File: src/rtl/ram_read_streamer.sv
// ram_read_streamer
//   Reads a block of words out of a synchronous RAM (one cycle read latency)
//   and presents them as a valid/ready stream. A 2-entry output FIFO absorbs
//   the RAM latency, so the stream sustains one word per cycle when the
//   consumer keeps out_ready high.
//
// Handshake: a word moves downstream on every clock edge where out_valid and
//   out_ready are both high. out_valid never depends on out_ready, and
//   out_data/out_last hold steady while out_valid is high and out_ready is low.
//
// Ports
//   clock, reset         single clock, asynchronous active-high reset
//   start                one-cycle pass request, sampled only in IDLE
//   start_addr, length   first address / word count (0..2^ADDR_WIDTH), latched on start
//   stop                 ends looping after the current pass (loop build only)
//   read_addr, q         RAM read port; q is the registered data for last cycle's address
//   out_data, out_valid, out_ready, out_last   output stream
//   busy                 high whenever not IDLE
//   done                 one-cycle pulse when the operation finishes
//   debug_state          current FSM state (IDLE=0, ISSUE=1, DRAIN=2)
//
// Build option: define RAM_READ_STREAMER_LOOP_EN to repeat the pass from
//   start_addr until stop is seen; otherwise one pass per start and stop is ignored.
module ram_read_streamer #(
  parameter int DATA_WIDTH = 16,
  parameter int ADDR_WIDTH = 10
) (
  input  logic                  clock,
  input  logic                  reset,
  input  logic                  start,
  input  logic [ADDR_WIDTH-1:0] start_addr,
  input  logic [ADDR_WIDTH:0]   length,
  input  logic                  stop,
  output logic [ADDR_WIDTH-1:0] read_addr,
  input  logic [DATA_WIDTH-1:0] q,
  output logic [DATA_WIDTH-1:0] out_data,
  output logic                  out_valid,
  input  logic                  out_ready,
  output logic                  out_last,
  output logic                  busy,
  output logic                  done,
  output logic [1:0]            debug_state
);

  typedef enum logic [1:0] {
    IDLE  = 2'd0,
    ISSUE = 2'd1,
    DRAIN = 2'd2
  } state_t;

  localparam logic [ADDR_WIDTH:0]   LEN_ONE  = 1;
  localparam logic [ADDR_WIDTH-1:0] ADDR_ONE = 1;

  state_t                state, state_next;
  logic [ADDR_WIDTH-1:0] base_addr;
  logic [ADDR_WIDTH-1:0] addr_reg;
  logic [ADDR_WIDTH:0]   len_reg;
  logic [ADDR_WIDTH:0]   issued_count;
  logic                  inflight;       // read issued last cycle; its q lands in the FIFO this cycle
  logic                  inflight_last;
  logic                  done_reg;

  logic [DATA_WIDTH-1:0] fifo_data [2];
  logic                  fifo_last [2];
  logic                  wr_ptr, rd_ptr;
  logic [1:0]            fifo_count;

  logic                  pop;
  logic [2:0]            occupancy;
  logic                  issue;
  logic                  pass_end;
  logic                  loop_again;
  logic                  accept_start;
  logic                  zero_start;
  logic                  drain_done;

`ifdef RAM_READ_STREAMER_LOOP_EN
  logic stop_seen;

  // stop is remembered until the pass in progress finishes.
  always_ff @(posedge clock or posedge reset) begin
    if (reset) begin
      stop_seen <= 1'b0;
    end else if (accept_start) begin
      stop_seen <= 1'b0;
    end else if (busy && stop) begin
      stop_seen <= 1'b1;
    end
  end

  assign loop_again = !(stop_seen || stop);
`else
  logic unused_stop;
  assign unused_stop = stop;
  assign loop_again  = 1'b0;
`endif

  assign out_valid   = (fifo_count != 2'd0);
  assign out_data    = fifo_data[rd_ptr];
  assign out_last    = fifo_last[rd_ptr];
  assign pop         = out_valid && out_ready;
  assign busy        = (state != IDLE);
  assign done        = done_reg;
  assign read_addr   = addr_reg;
  assign debug_state = state;

  // Credit counts FIFO entries plus the read in flight, less the word leaving
  // this cycle. Crediting the pop is what allows one word per cycle; out_ready
  // only reaches the address register's next value, never read_addr itself.
  assign occupancy = {1'b0, fifo_count} + {2'b00, inflight} - {2'b00, pop};
  assign issue     = (state == ISSUE) && (occupancy < 3'd2);
  assign pass_end  = issue && (issued_count == len_reg - LEN_ONE);

  always_comb begin
    state_next   = state;
    accept_start = 1'b0;
    zero_start   = 1'b0;
    drain_done   = 1'b0;
    case (state)
      IDLE: begin
        if (start) begin
          if (length != '0) begin
            accept_start = 1'b1;
            state_next   = ISSUE;
          end else begin
            zero_start = 1'b1;
          end
        end
      end
      ISSUE: begin
        if (pass_end && !loop_again) state_next = DRAIN;
      end
      DRAIN: begin
        // Nothing is issued here, so the word leaving with an otherwise empty
        // pipeline is the final one (earlier pass-end words may sit ahead of it).
        if (pop && fifo_count == 2'd1 && !inflight) begin
          drain_done = 1'b1;
          state_next = IDLE;
        end
      end
      default: state_next = IDLE;
    endcase
  end

  always_ff @(posedge clock or posedge reset) begin
    if (reset) begin
      state         <= IDLE;
      base_addr     <= '0;
      addr_reg      <= '0;
      len_reg       <= '0;
      issued_count  <= '0;
      inflight      <= 1'b0;
      inflight_last <= 1'b0;
      done_reg      <= 1'b0;
    end else begin
      state         <= state_next;
      inflight      <= issue;
      inflight_last <= pass_end;
      done_reg      <= zero_start || drain_done;
      if (accept_start) begin
        base_addr    <= start_addr;
        addr_reg     <= start_addr;
        len_reg      <= length;
        issued_count <= '0;
      end else if (issue) begin
        if (pass_end && loop_again) begin
          addr_reg     <= base_addr;
          issued_count <= '0;
        end else begin
          addr_reg     <= addr_reg + ADDR_ONE;
          issued_count <= issued_count + LEN_ONE;
        end
      end
    end
  end

  always_ff @(posedge clock or posedge reset) begin
    if (reset) begin
      fifo_data[0] <= '0;
      fifo_data[1] <= '0;
      fifo_last[0] <= 1'b0;
      fifo_last[1] <= 1'b0;
      wr_ptr       <= 1'b0;
      rd_ptr       <= 1'b0;
      fifo_count   <= 2'd0;
    end else begin
      if (inflight) begin
        fifo_data[wr_ptr] <= q;
        fifo_last[wr_ptr] <= inflight_last;
        wr_ptr            <= ~wr_ptr;
      end
      if (pop) rd_ptr <= ~rd_ptr;
      fifo_count <= fifo_count + {1'b0, inflight} - {1'b0, pop};
    end
  end

endmodule

File: config.mk
export PLATFORM = sky130hd
export DESIGN_NAME = ram_read_streamer
export DESIGN_NICKNAME = d
export VERILOG_FILES = /design/src/rtl/ram_read_streamer.sv
export SDC_FILE = /design/constraint.sdc
export NUM_CORES = 1
export LEC_CHECK = 0
export CAP_MARGIN = 40
export CORE_MARGIN = 4
export CORE_UTILIZATION = 47
export CTS_BUF_LIST = sky130_fd_sc_hd__clkbuf_16
export DETAILED_ROUTE_END_ITERATION = 6
export GPL_TIMING_DRIVEN = 1
export HOLD_SLACK_MARGIN = 0.02
export PLACE_DENSITY = 0.75
export RECOVER_POWER = 100
export SLEW_MARGIN = 10
export SYNTH_ARGS = -nofsm -noshare
export SYNTH_HDL_FRONTEND = slang
export SYNTH_SLANG_ARGS = --single-unit
File: constraint.sdc
create_clock -name clock -period 3.5 [get_ports clock]
set_input_delay 0.7 -clock clock [delete_from_list [all_inputs] [get_ports clock]]
set_output_delay 0.7 -clock clock [all_outputs]
set_load 0.01 [all_outputs]
==> impl_metrics.toml, run 1 <==
[logic_synthesis]
netlist_instances = 333
yosys_warnings = 0
ys_top_cells_by_area = "dfrtp_1, mux2_2, nand2_1"
synth_top_area_share = 0.508
synth-seq-cells = 75
ys_top_cells_by_count = "dfrtp_1, mux2_2, nand2_1"
synth_most_common_cell = "dfrtp_1"
syn_area_mm2 = 0.00369
yosysSeqAreaShare = 0.508
synth_top_area_cell = "dfrtp_1"
synthArstFlopShare = 1.00
synth_edf_count = 0
syn_nets = 381
synthFlopType = "dfrtp_1"
ys_types = 45
syn_area_per_cell_um2 = 11.1

[floorplanning]
initial_core_util = 0.480
dieArea_mm2 = 0.00934
num_rows = 32
die_w_um = 96.6
die_h_um = 96.6
core_mm2 = 0.00769
ios = 74

[cts]
cts_buffers = 9
worstSkewPairLatency_ns = 0.32
clock_sinks = 75
clk_pin_slew_ns = 0.06
cts.root.buffer_cell = "clkbuf_16"
postCtsHoldBufs = 0
h-tree-depth = 3
cts_tree = "yes"
cts_max_path_buffers = 2
post_cts_buffers = 0

[sta]
setup_tns_ns = 0
hold_violations = 0
setup_viol = 0
slew_violations = 0
clock_skew_ns = 0.00585
rsz0062_at_grt = "true"
fin_crit_sh = 0.955
fmax_mhz = 299
fin_crit_ns = 3.34
worst_slew_pin_slew_ns = 1.21
relSlewSlack = 0.195

[drt]
routed_wl_um = 7770
wl_per_cell_um = 14.9
drc = 0
dr.pass1.iters = 4
vias = 2729
viasPerCell = 5.22
drtIter0Drc = 58
drt.antenna.violating_nets = 0

[global_routing]
track_usage = 0.173
grt_pass1_wl_um = 13300
grt_pass1_vias = 2765
overflow = 0
antenna_found_initial = 0
grt_max_degree = 45

[finish]
largest_reg_flops = 32
drive_above_1_share = 0.216
final_util = 0.639
fin_cells = 523
area_growth_pct = 33.1
stdcell_area_mm2 = 0.00491
nNetsFinal = 464
n_antenna_cell = 0

[critical_path]
cp_cell_sequence = "dlygate4sd2_1, and2_4, ha_1, inv_1, ha_1, fa_1, or3b_4, nor2_4, nand4_1, or4_4, o32a_1"
worst_ep_required_time_ns = 3.70
worst_path_most_repeated_cell = "ha_1"
critPathLaunchType = "input pin"
cp_max_fo = 4
slowest_stage = "fa_1"
reg2reg_slack_ns = 0.21
slowest_delay_ns = 0.51
arrival_ns = 3.55
end_kind = "flop"
criticalPathCategory = "in -> reg"

[placed_design]
gp_congestion = 0.804
io_buffers = 72
place_area_mm2 = 0.00460
dp_cells = 507
hpwlAfterDp_um = 5540

[min_path]
min_path_type = "reg -> reg"

[pwr]
vdd_drop_max_mv = 0.395
p_leak_nw = 2.06
power_mw = 4.45
power_density_mw_per_mm2 = 905

[job]
drv_cap = 0

[outcome]
outcome = "finished clean"
==> worst paths after layout <==
| check | endpoint | depth (start not counted) | start |
|---|---|---|---|
| worst max register to register | debug_state[0] | 12 | fifo_count[1] |
| min in group asynchronous | fifo_data[10] | 2 | reset |
| worst min-delay path | wr_ptr | 1 | wr_ptr |
| max in group asynchronous | len_reg[9] | 3 | reset |
| worst min register to register | wr_ptr | 1 | wr_ptr |
| worst max-delay path | debug_state[0] | 11 | out_ready |
==> cell type report <==
cell class	instances	area [µm²]
clock buffer	9	225
clock inverter	7	70.1
fill	611	2770
inverter	10	37.5
sequential	75	1880
multi-input combinational	234	1730
timing repair buffer	86	845
tap	102	128
==> report_power, final <==
group	internal [mW]	switching (mW)	total [mW]
registers	1.24	0.348	1.59
logic	1.15	0.813	1.96
clock network	0.549	0.347	0.896
total	2.94	1.51	4.45
==> cells in the final DEF, fill, tap and decap left out, types with 2 or more instances in the layout <==
cell type	n
clkinv_4	2
nor3b_1	2
nor4_1	4
nand2_1	49
clkbuf_16	9
nand4_1	2
xnor2_1	16
inv_1	11
dfrtp_1	75
ha_1	5
clkinvlp_4	2
o31ai_1	2
and3_1	5
mux2_2	51
buf_6	2
nor2b_1	2
nor2_1	17
xor2_1	12
clkdlybuf4s50_1	70
or3b_2	2
nor3_1	8
a311oi_1	2
nand3_1	8
or3_1	3
or4_4	2
nand4b_1	3
a21oi_1	6
nand3b_1	2
buf_4	11
o21ai_0	10
a211oi_1	2
==> metal layers <==
metal  global-route usage  vias up  share of wire
met5                    0        -              0
met4               0.0443        0         0.0051
met3               0.0382        7          0.040
met2                0.287       68           0.48
met1                0.231     1314           0.47
li1                     -     1340              -
==> through the flow <==
step | setup WS, ns | hold slack [ns]
after floorplan | 0.0242 | 0.461
after global placement | -0.445 | 0.481
after detailed placement | -0.583 | 0.490
after CTS | 0.140 | 0.504
after global routing | -0.000530 | 0.495
final | 0.158 | 0.488
==> what timing repair did <==
action / in CTS / in global routing
resized for setup: 7 / 0
endpoints found under the setup margin: 10 / 3
pin swaps: 6 / 2
==> critical path, delay by kind of cell <==
family                   cells  cell delay [ns]
AO/OA/AOI/OAI                1             0.33
AND/OR/NAND/NOR              5             1.25
adder cells (fa/ha/maj)      3             0.97
buffers and inverters        2             0.29
==> cell families (layout without fill, tap and decap cells) <==
group | after synthesis | in the layout | share of synthesized area
AO/OA/AOI/OAI | 31 | 31 | 0.0563
XOR/XNOR | 28 | 28 | 0.0664
adder cells (fa/ha/maj) | 6 | 6 | 0.0224
buffers and inverters | 24 | 112 | 0.0268
flip-flops | 75 | 75 | 0.508
multiplexers | 51 | 51 | 0.156
AND/OR/NAND/NOR | 118 | 118 | 0.164
Note: power is estimated with default switching activity, not from simulation.
==> run 2: changes to the inputs <==
--- a/config.mk
+++ b/config.mk
@@ -5,7 +5,6 @@
 export SDC_FILE = /design/constraint.sdc
 export NUM_CORES = 1
 export LEC_CHECK = 0
-export CAP_MARGIN = 40
 export CORE_MARGIN = 4
 export CORE_UTILIZATION = 47
 export CTS_BUF_LIST = sky130_fd_sc_hd__clkbuf_16
==> impl_metrics.toml, run 2 (synthesized netlist as in run 1, its figures left out) <==
[outcome]
outcome = "complete, but fails checks"
violations = "max-capacitance violations, max-slew violations"

[finish]
final_util = 0.637
final_cell_mix = "dfrtp_1, mux2_2, nand2_1, clkdlybuf4s50_1, dlygate4sd3_1"
fill_cells = 620
drive_above_1_share = 0.204
area_growth_pct = 32.6
mostFrequentLayoutCell = "dfrtp_1"
largest_reg_flops = 32
n_antenna_cell = 0
fin_cells = 523
stdcell_area_mm2 = 0.00489
nNetsFinal = 464

[pwr]
switchingPower_mw = 1.51
power_mw = 4.42
combPwrFrac = 0.420
vdd_drop_max_mv = 0.370
swShare = 0.341
power_density_mw_per_mm2 = 903
pwr-share-seq = 0.359
p_int_mw = 2.91
clkPwrFrac = 0.221
p_leak_nw = 2.07

[drt]
drc = 0
drt.antenna.violating_nets = 0
viasPerCell = 5.23
routed_wl_um = 7890
drtIter0Drc = 111
wl_per_cell_um = 15.1
vias = 2735
dr.pass1.iters = 4

[min_path]
min_path_type = "reg -> reg"
min-delay-start = "wr_ptr"

[critical_path]
slowest_delay_ns = 0.56
worst_path_most_repeated_cell = "ha_1"
worst_ep_required_time_ns = 3.71
r2r_start = "fifo_count[1]"
critPathLaunchType = "input pin"
slowest_stage = "or4_4"
criticalPathCategory = "in -> reg"
critPathLaunch = "out_ready"
end_kind = "flop"
cp_cell_sequence = "dlygate4sd2_1, and2_4, ha_1, inv_1, ha_1, fa_1, or3b_4, nor2_4, nand4_1, or4_4, o32a_1"
arrival_ns = 3.60
cp_max_fo = 4

[placed_design]
place_area_mm2 = 0.00459
hpwlAfterDp_um = 5510
gp_congestion = 0.804
post-place-ws_ns = -0.583
io_buffers = 72
dp_cells = 506

[cts]
h-tree-depth = 3
worstSkewPairLatency_ns = 0.33
cts_max_path_buffers = 2
clk_pin_slew_ns = 0.06
clock_sinks = 75
cts_buffers = 9
cts.root.buffer_cell = "clkbuf_16"
cts_tree = "yes"
postCtsHoldBufs = 0

[sta]
clock_skew_ns = 0.00545
rsz0062_at_grt = "false"
holdWs_ns = 0.488
layout_setup_ws_ns = 0.112
fmax_mhz = 295
hold_violations = 0
worst_slew_pin_slew_ns = 1.59
fin_crit_sh = 0.968
slew_violations = 18
setup_tns_ns = 0
relSlewSlack = -0.0614
setup_viol = 0
fin_crit_ns = 3.39

[floorplanning]
ios = 74
core_mm2 = 0.00769
dieArea_mm2 = 0.00934
die_w_um = 96.6
num_rows = 32
die_h_um = 96.6
initial_core_util = 0.480

[global_routing]
track_usage = 0.175
antenna_found_initial = 0
grt_pass1_wl_um = 13400
overflow = 0
grt_max_degree = 45
grt_pass1_vias = 2807

[job]
drv_cap = 1
## run 2: cell count changes in the layout (fill, tap and decap cells not counted), sizes merged
| cell | delta |
|---|---|
| buf | -6 |
| bufinv | +1 |
| clkbuf | +6 |
| clkdlybuf4s50 | -33 |
| clkinv | -1 |
| clkinvlp | -1 |
| dlygate4sd3 | +33 |
| inv | +1 |
## run 2: worst paths after layout
check / to / slack, ns / cells after the start
worst max-delay path: debug_state[0] / 0.11 / 11
worst min-delay path: wr_ptr / 0.49 / 1
worst max register to register: debug_state[0] / 0.19 / 12
worst min register to register: wr_ptr / 0.49 / 1
max in group asynchronous: read_addr[1] / 0.69 / 3
min in group asynchronous: fifo_data[28] / 1.13 / 2
## run 2: what timing repair did
| action | CTS | global route |
|---|---|---|
| pin swaps | 4 | 2 |
| endpoints found under the setup margin | 10 | 4 |
| setup buffers | 0 | 1 |
| gates resized for setup | 6 | 0 |
## run 2: power by group through the flow
stage | logic, mW | registers [mW] | clock network, mW
2_1_floorplan | 1.27 | 1.49 | 0
3_3_place_gp | 1.86 | 1.58 | 0
3_5_place_dp | 1.92 | 1.60 | 0
4_1_cts | 1.98 | 1.59 | 0.999
5_1_grt | 2.04 | 1.65 | 1.04
6_report | 1.86 | 1.59 | 0.979
## run 2: cell type report
cell class | count | area [µm²] | area share
clock buffer | 9 | 225 | 0.0460
clock inverter | 7 | 92.6 | 0.0189
inverter | 10 | 37.5 | 0.00767
multi-input combinational | 234 | 1730 | 0.353
sequential | 75 | 1880 | 0.383
tap | 102 | 128 | 0.0261
timing repair buffer | 86 | 807 | 0.165
## run 2: worst max-delay path: cells and delay by family
| kind | cells | cell delay, ns |
|---|---|---|
| buffers and inverters | 2 | 0.29 |
| adders and majority gates | 3 | 0.93 |
| and+or+nand+nor | 5 | 1.34 |
| AOI/OAI and AO/OA | 1 | 0.34 |
## run 2: metal layers
metal	up-vias	part of all wire	GRT usage
li1	1338	-	-
met1	1308	0.45	0.227
met2	77	0.48	0.285
met3	12	0.052	0.0447
met4	0	0.015	0.0605
met5	-	0	0
